<file path="src/rtl/riscv_run_ctrl.sv">
// Run controller for the single-cycle RISC-V core: sequences core reset, runs the program,
// counts cycles/retires and ends the run on tohost write, self-loop halt or timeout.
module riscv_run_ctrl #(
   parameter int unsigned XLEN        = 32,
   parameter int unsigned CNT_W       = 32,
   parameter int unsigned RST_HOLD    = 4,
   parameter int unsigned MAX_CYCLES  = 40,
   parameter int unsigned STALL_LIMIT = 8
) (
   input  logic             clk,
   input  logic             reset,
   input  logic             start,
   input  logic             abort,
   input  logic             retire,
   input  logic [XLEN-1:0]  pc,
   input  logic             tohost_we,
   input  logic [XLEN-1:0]  tohost_data,
   output logic             core_reset,
   output logic             running,
   output logic             done,
   output logic             pass,
   output logic [1:0]       cause,
   output logic [XLEN-1:0]  fail_code,
   output logic [CNT_W-1:0] cycle_count,
   output logic [CNT_W-1:0] instret_count
);

   localparam int unsigned HOLD_W  = (RST_HOLD > 1) ? $clog2(RST_HOLD) : 1;
   localparam int unsigned STALL_W = $clog2(STALL_LIMIT + 1);

   localparam logic [HOLD_W-1:0]  HOLD_LAST = HOLD_W'(RST_HOLD - 1);
   localparam logic [STALL_W-1:0] STALL_MAX = STALL_W'(STALL_LIMIT);
   localparam logic [CNT_W-1:0]   CYC_MAX   = CNT_W'(MAX_CYCLES);

   localparam logic [1:0] CAUSE_NONE    = 2'b00;
   localparam logic [1:0] CAUSE_TOHOST  = 2'b01;
   localparam logic [1:0] CAUSE_SELF    = 2'b10;
   localparam logic [1:0] CAUSE_TIMEOUT = 2'b11;

   typedef enum logic [1:0] {
      IDLE,
      HOLD,
      RUN,
      DONE
   } state_t;

   state_t              state;
   logic [HOLD_W-1:0]   hold_cnt;
   logic [STALL_W-1:0]  stall_cnt;
   logic [XLEN-1:0]     last_pc;

   logic [CNT_W-1:0]    cyc_inc;
   logic [CNT_W-1:0]    ins_inc;
   logic [STALL_W-1:0]  stall_nxt;
   logic                stall_hit;
   logic                time_hit;
   logic                arm;

   always_comb begin
      cyc_inc = (cycle_count == '1) ? cycle_count : cycle_count + CNT_W'(1);
      ins_inc = (retire && (instret_count != '1)) ? instret_count + CNT_W'(1) : instret_count;

      // A fresh stall count starts at 0, so the first retire lands on 1 either way
      stall_nxt = stall_cnt;
      if (retire) begin
         if (pc != last_pc)
            stall_nxt = STALL_W'(1);
         else if (stall_cnt != STALL_MAX)
            stall_nxt = stall_cnt + STALL_W'(1);
      end
      stall_hit = (stall_nxt == STALL_MAX);
      time_hit  = (cyc_inc >= CYC_MAX);

      // start+abort together in DONE resolves to IDLE, so it must not arm
      arm = start && ((state == IDLE) || ((state == DONE) && !abort));
   end

   always_ff @(posedge clk or posedge reset) begin
      if (reset) begin
         state         <= IDLE;
         hold_cnt      <= '0;
         stall_cnt     <= '0;
         last_pc       <= '0;
         core_reset    <= 1'b1;
         running       <= 1'b0;
         done          <= 1'b0;
         pass          <= 1'b0;
         cause         <= CAUSE_NONE;
         fail_code     <= '0;
         cycle_count   <= '0;
         instret_count <= '0;
      end else begin
         case (state)
            IDLE: begin
               core_reset <= 1'b1;
               running    <= 1'b0;
            end
            HOLD: begin
               core_reset <= 1'b1;
               running    <= 1'b0;
               if (abort) begin
                  state <= IDLE;
               end else if (hold_cnt == HOLD_LAST) begin
                  state      <= RUN;
                  core_reset <= 1'b0;
                  running    <= 1'b1;
               end else begin
                  hold_cnt <= hold_cnt + HOLD_W'(1);
               end
            end
            RUN: begin
               cycle_count   <= cyc_inc;
               instret_count <= ins_inc;
               stall_cnt     <= stall_nxt;
               if (retire)
                  last_pc <= pc;
               if (abort) begin
                  state      <= IDLE;
                  core_reset <= 1'b1;
                  running    <= 1'b0;
               end else if (tohost_we) begin
                  state      <= DONE;
                  core_reset <= 1'b1;
                  running    <= 1'b0;
                  done       <= 1'b1;
                  cause      <= CAUSE_TOHOST;
                  pass       <= (tohost_data == XLEN'(1));
                  fail_code  <= tohost_data >> 1;
               end else if (stall_hit) begin
                  state      <= DONE;
                  core_reset <= 1'b1;
                  running    <= 1'b0;
                  done       <= 1'b1;
                  cause      <= CAUSE_SELF;
                  pass       <= 1'b0;
               end else if (time_hit) begin
                  state      <= DONE;
                  core_reset <= 1'b1;
                  running    <= 1'b0;
                  done       <= 1'b1;
                  cause      <= CAUSE_TIMEOUT;
                  pass       <= 1'b0;
               end
            end
            DONE: begin
               core_reset <= 1'b1;
               running    <= 1'b0;
               if (abort)
                  state <= IDLE;
            end
            default: begin
               state      <= IDLE;
               core_reset <= 1'b1;
               running    <= 1'b0;
            end
         endcase

         if (arm) begin
            state         <= HOLD;
            hold_cnt      <= '0;
            stall_cnt     <= '0;
            last_pc       <= '0;
            core_reset    <= 1'b1;
            running       <= 1'b0;
            done          <= 1'b0;
            pass          <= 1'b0;
            cause         <= CAUSE_NONE;
            fail_code     <= '0;
            cycle_count   <= '0;
            instret_count <= '0;
         end
      end
   end

endmodule
</file>
<file path="config.mk">
export PLATFORM = sky130hd
export DESIGN_NAME = riscv_run_ctrl
export DESIGN_NICKNAME = d
export VERILOG_FILES = /design/src/rtl/riscv_run_ctrl.sv
export SDC_FILE = /design/constraint.sdc
export NUM_CORES = 1
export LEC_CHECK = 0
export BUFFER_PORTS_ARGS = -buffer_cell sky130_fd_sc_hd__buf_2
export CAP_MARGIN = 20
export CORE_MARGIN = 2
export CORE_UTILIZATION = 60
export DETAILED_ROUTE_END_ITERATION = 12
export GPL_TIMING_DRIVEN = 0
export PLACE_DENSITY = 0.83
export REMOVE_ABC_BUFFERS = 1
export SLEW_MARGIN = 20
export SYNTH_ARGS = -nofsm -noshare
export SYNTH_HDL_FRONTEND = slang
export SYNTH_SLANG_ARGS = --single-unit
</file>
<file path="constraint.sdc">
create_clock -name clk -period 11.3 [get_ports clk]
set_input_delay 0.565 -clock clk [delete_from_list [all_inputs] [get_ports clk]]
set_output_delay 0.565 -clock clk [all_outputs]
set_load 0.005 [all_outputs]
</file>
**Word level (Yosys, flattened, before mapping)**

Cells that the tools add are included.

- Output and inout bits: 102
- Input bits: 70
- Logic and storage cells: 111
- Bits in registers: 142

- Mux-type cells: 59
- Add/subtract/negate cells: 4
- Magnitude comparators: 1
- Eq/ne operators: 15
- Reduce and logical (&&, ||, !) cells: 20

Operators by type and width:

| cell | count |
|---|---|
| 32-bit two-way mux | 13 |
| 32-bit by 1-bit adder with 32-bit output, second input constant | 2 |
| 2-bit two-way mux | 17 |
| 32-bit by 1-bit equality test with 1-bit output, second input constant | 1 |
| 32-bit equality test, second input constant | 1 |
| 32-bit by 6-bit greater-or-equal comparator with 1-bit output, second input constant | 1 |
| 32-bit != test | 1 |
| 32-bit != test, second input constant | 1 |
| 1-bit two-way mux | 21 |
| 4-bit two-way mux | 5 |
| 2-bit nonzero test | 5 |
| 3-bit AND reduction | 3 |
| 4-bit != test, second input constant | 2 |
| 4-bit nonzero test | 2 |
| 2-bit equality test, second input constant | 3 |
| 6-bit != test, second input constant | 1 |
| 1-bit case mux with 3 select lines | 2 |
| 2-bit case mux with 3 select lines | 1 |
| 4-bit by 1-bit adder with 4-bit output, second input constant | 1 |
| 4-bit equality test, second input constant | 1 |
| 2-bit AND reduction | 2 |
| 4-bit AND reduction | 1 |
| 1-bit logical AND | 3 |
| 3-bit != test, second input constant | 1 |
| 8 further kinds | 8 |

**Longest topological paths before layout**

- Depth in word-level cells: 10
- Gate-level depth with buffers: 11

**Worst setup path after synthesis**

OpenSTA, ideal clock, no wires.

- Path type: reg2reg
- Start: register cycle_count[14]
- End: register state[0]
- Path buffers: 2
- Stages on the path, launching flop included: 11
- Arrival: 2.730 ns
- Period minus slack after synthesis: 2.859 ns
- Setup slack: 8.441 ns
- Library setup time: 0.129 ns
- Cells stage by stage: dfrtp_1 buf_2 nand3_2 or4_4 or2_1 buf_2 or4_1 and4_1 and4_4 and3_1 o41a_1

- Longest elaborated chain between the ends: 5
- Elaborated cells between the ends (all ways): 6
- Classes of those cells: add/sub: 1; order compare: 1; eq/ne: 2; mux: 1; reduce/logical: 1

Ends and longest elaborated chain:

| item | RTL line | text |
|---|---|---|
| from (decl) | 24 | `output logic [CNT_W-1:0] cycle_count,` |
| from (signal assigned) | 112 | `cycle_count <= cyc_inc;` |
| 32-bit by 1-bit adder with 32-bit output or 32-bit equality test (tied branches) | 60 | `cyc_inc = (cycle_count == '1) ? cycle_count : cycle_count + CNT_W'(1);` |
| 32-bit two-way mux (*) | 60 |  |
| 32-bit by 6-bit greater-or-equal comparator with 1-bit output (*) | 72 | `time_hit = (cyc_inc >= CYC_MAX);` |
| 6-bit != test (no source line) (*) | -- |  |
| 4-bit AND reduction (no source line) (*) | -- |  |
| to (signal assigned) | 80 | `state <= IDLE;` |
| to (signal assigned) | 102 | `state <= IDLE;` |
| to (signal assigned) | 104 | `state <= RUN;` |
| to (decl) | 47 | `state_t state;` |

Every way passes the cells marked *; elsewhere a longest branch is shown, timed or not.
A chain may end at the register's enable or synchronous reset.

**Worst setup path in the final report**

- Start: register cycle_count[10]
- End: register cause[1]

- Longest elaborated chain between the ends: 5
- Elaborated cells between the ends (all ways): 6
- Classes of those cells: add/sub: 1; order compare: 1; eq/ne: 1; mux: 1; reduce/logical: 2

Ends and longest elaborated chain:

| item | RTL line | text |
|---|---|---|
| 32-bit by 1-bit adder with 32-bit output or 32-bit equality test (tied branches) | 60 |  |
| 32-bit two-way mux (*) | 60 |  |
| 32-bit by 6-bit greater-or-equal comparator with 1-bit output (*) | 72 |  |
| 4-bit nonzero test (no source line) (*) | -- |  |
| 3-bit AND reduction (no source line) (*) | -- |  |
| to (signal assigned) | 88 | `cause <= CAUSE_NONE;` |
| to (signal assigned) | 126 | `cause <= CAUSE_TOHOST;` |
| to (signal assigned) | 134 | `cause <= CAUSE_SELF;` |
| to (decl) | 22 | `output logic [1:0] cause,` |

Marks and branches as above.

==> impl_metrics.env <==
export IMPL_outcome="finished clean"
export IMPL_drc_errors=0
export IMPL_grt_ovfl_total=0
export IMPL_path_class="reg -> reg"
export IMPL_dr_total_vias=7515
export IMPL_first_global_vias=7036
export IMPL_peakVddDrop_v=0.0000861
export IMPL_dp_hpwl_um=14200
export IMPL_cts_root_buffer_cell="clkbuf_16"
export IMPL_crit_path_max_incr_delay_ns=0.66
export IMPL_clockBufferDepth=2
export IMPL_final_setup_viol_count=0
export IMPL_fin_skew_ns=0.00867
export IMPL_syn_inst=945
export IMPL_post_drt_wl_per_cell_um=16.6
export IMPL_syn_area_sq_um=8070
export IMPL_fmax_mhz=270
export IMPL_num_antenna_cells=0
export IMPL_slowest_stage="dfrtp_1"
export IMPL_pwr_share_clk_pct=33.7
export IMPL_p_leak_nw=4.42
export IMPL_power_w=0.00157
export IMPL_place_congestion=0.941
export IMPL_required_ns=11.57
export IMPL_tns_ns=0
export IMPL_port_buffers=170
export IMPL_rsz0062_at_grt="no"
export IMPL_die_area_sq_um=14400
export IMPL_critical_path_top_delay_family="simple AND/OR/NAND/NOR gates"
export IMPL_cts_tree="built"
export IMPL_grt_max_degree=73
export IMPL_timing_final_crit_share_pct=32.8
export IMPL_maxSlewViolCount=0
export IMPL_drv_cap=0
export IMPL_comb_power_share_pct=24.2
export IMPL_die_h_um=120
export IMPL_ys_async_sr_fraction_pct=100
export IMPL_drtAntennaViolNets=0
export IMPL_synth_flop_cell="dfrtp_1"
export IMPL_hold_class="in -> async"
export IMPL_seqCellArea_sq_um=3530
export IMPL_cts_htree_levels=4
export IMPL_grtUsageTotal_pct=29.6
export IMPL_cts_hold_fix_buffers=0
export IMPL_die_x_um=120
export IMPL_grt_pass1_wl_um=34300
export IMPL_worstMarginPinSlew_ns=1.06
export IMPL_numCtsBuffers=17
export IMPL_switching_share_pct=31.9
export IMPL_drt_iter0_markers=740
export IMPL_placed_cell_area_sq_um=9000
export IMPL_p_per_area_nw_per_um2=165
export IMPL_clk_pin_slew_ns=0.06
export IMPL_syn2layout_area_growth_pct=18.5
export IMPL_postSynthAreaPerCell_sq_um=8.54
export IMPL_num_io_pins=172
export IMPL_yosysWarnings=0
export IMPL_rows=42
export IMPL_critPathArrivalTime_ns=3.97
export IMPL_finish_net_count=1158
export IMPL_critPathBufInv=1
export IMPL_endpoint_kind="flip-flop"
export IMPL_final_area_sq_um=9560
export IMPL_slew_headroom_pct=29.0
export IMPL_multiInputGateArea_sq_um=4220
export IMPL_synth_edf_count=0
export IMPL_postCtsSetupBuffers=0
export IMPL_netSwitchingPower_w=0.000502
export IMPL_finalCriticalPeriod_ns=3.71
export IMPL_p_int_w=0.00107
export IMPL_ys_seq_area_share_pct=43.7
export IMPL_numClockSinks=141
export IMPL_cp_max_fo=13
export IMPL_avgViaCountPerCell=5.94
export IMPL_wl_um=21000
export IMPL_antenna_found_initial=0
export IMPL_clock_latency_ns=0.42
export IMPL_num_fill_cells=1023
export IMPL_hold_viol=0
export IMPL_start_kind="flip-flop"
export IMPL_cts_resized=0
export IMPL_core_area_sq_um=13200
export IMPL_power_frac_seq_pct=42.1
export IMPL_path_cells="nand4_1, nor4_2, buf_4, a31oi_1, nor3_1, o21ai_1, or4_1, o31ai_2, a211oi_1"
export IMPL_synth_seq_cells=141
export IMPL_ys_types=67
export IMPL_dr_pass1_iters=7
export IMPL_drive_gt1_share_pct=20.5
export IMPL_holdWs_ns=0.198
export IMPL_start_util_pct=61.2
export IMPL_final_util_pct=72.5
==> placed cells by master, fill, tap and decap left out, types with 5 or more instances in the layout <==
master,synthesis,routed
o211ai_1,6,6
a31oi_1,7,7
nand3_1,33,33
o21ai_0,28,28
nor3_1,15,14
nand4_1,30,30
clkbuf_16,0,17
dfrtp_1,140,140
and4_1,14,14
buf_2,14,170
mux2i_1,7,7
a21oi_1,89,89
nor4_1,35,34
inv_1,23,22
xnor2_1,30,30
and2_1,9,7
xor2_1,57,57
and3_1,12,12
or4_1,6,6
nor2b_1,5,5
a211oi_1,7,7
nand2_1,169,168
nor2_1,72,72
ha_1,11,11
or2_2,5,5
or3_1,19,19
==> cells by family after synthesis <==
group	synth area share, %
xor gates and xnor gates	9.44
other	0.0465
DFF	43.7
AOI/OAI and AO/OA	12.4
buffers and inverters	4.25
and+or+nand+nor	27.3
muxes	1.15
adders and majority gates	1.70
==> per-stage QoR <==
| stage | worst slack [ns] | instances |
|---|---|---|
| final | 7.59 | 1266 |
| after global routing | 7.27 | 1266 |
| after CTS | 7.63 | 1266 |
| after detailed placement | 7.69 | 1234 |
| after global placement | 5.32 | 1230 |
| after floorplan | 6.96 | 884 |
==> path summary, 6_finish.rpt <==
| check | from | slack (ns) | depth (start not counted) | to |
|---|---|---|---|---|
| max in group asynchronous | reset | 10.38 | 3 | cycle_count[23] |
| setup / recovery | cycle_count[10] | 7.59 | 9 | cause[1] |
| min in group clk | tohost_data[24] | 0.38 | 3 | fail_code[23] |
| hold reg to reg | done | 0.52 | 2 | done |
| hold / removal | reset | 0.20 | 2 | fail_code[24] |
| setup reg to reg | cycle_count[10] | 7.59 | 9 | cause[1] |
==> layout make-up <==
type	count	area share, %
multi-input cells	720	44.2
flip-flops and latches	141	36.9
repair buffers	174	9.76
clock buffers	23	5.00
well taps	176	2.30
inverters	23	0.981
clock inverters	9	0.890
==> registers in the layout (all words and copies together) (netlist names) <==
register / cells
instret_count: 32
running: 1
done: 1
pass: 1
state: 2
hold_cnt: 2
stall_cnt: 4
cycle_count: 32
fail_code: 31
last_pc: 32
core_reset: 1
cause: 2
==> per-layer routing <==
layer | global-route usage [%] | part of all wire [%] | wire length (um) | vias to the layer above
li1 | - | - | - | 3585
met1 | 40.0 | 43 | 9020 | 3604
met2 | 48.7 | 48 | 10200 | 296
met3 | 6.04 | 7.0 | 1480 | 30
met4 | 8.46 | 1.7 | 349 | 0
met5 | 0 | 0 | 0 | -
==> Yosys cell counts, drive strengths merged, types with 2 or more instances <==
cell type    n  share of area (%)
nor3b        3               0.28
nand3       34                2.2
or2          6               0.47
a2111oi      2               0.23
buf         21                1.3
and2        10               0.77
a31o         2               0.22
o21a         4               0.37
o211ai       6               0.56
or4          7               0.70
dfrtp      140                 43
a211o        3               0.33
and4        15                1.7
o221ai       3               0.33
or3         19                1.5
nor2b        5               0.39
nor2        72                3.3
a21oi       89                5.5
o31a         2               0.22
mux2i        7               0.87
a31oi        7               0.54
clkbuf      40                1.9
nand4       30                2.3
and4b        2               0.25
xnor2       30                3.3
nand2b       2               0.15
o211a        2               0.25
ha          11                1.7
nand2      169                7.9
mux2         2               0.28
nor4        35                2.7
and3        12               0.93
a211oi       7               0.65
nand4b       2               0.22
nor4bb       2               0.25
nor4b        2               0.22
nor3        15               0.93
o21ai       29                1.8
xor2        57                6.2
inv         23                1.1
==> worst register-to-register path, stage by stage, from the launching register on <==
cell	delay (ns)
dfrtp_1	0.66
nand4_1	0.37
nor4_2	0.59
buf_4	0.27
a31oi_1	0.16
nor3_1	0.26
o21ai_1	0.11
or4_1	0.58
o31ai_2	0.40
a211oi_1	0.14
==> power by group through the flow <==
| stage | Combinational [W] | Clock [W] | Sequential (W) |
|---|---|---|---|
| 2_1_floorplan | 0.000236 | 0 | 0.000665 |
| 4_1_cts | 0.000383 | 0.000535 | 0.000663 |
| 5_1_grt | 0.000430 | 0.000561 | 0.000674 |
| 3_5_place_dp | 0.000379 | 0 | 0.000670 |
| 3_3_place_gp | 0.000354 | 0 | 0.000665 |
| 6_report | 0.000381 | 0.000530 | 0.000663 |
Power figures use the tool's default switching activity.
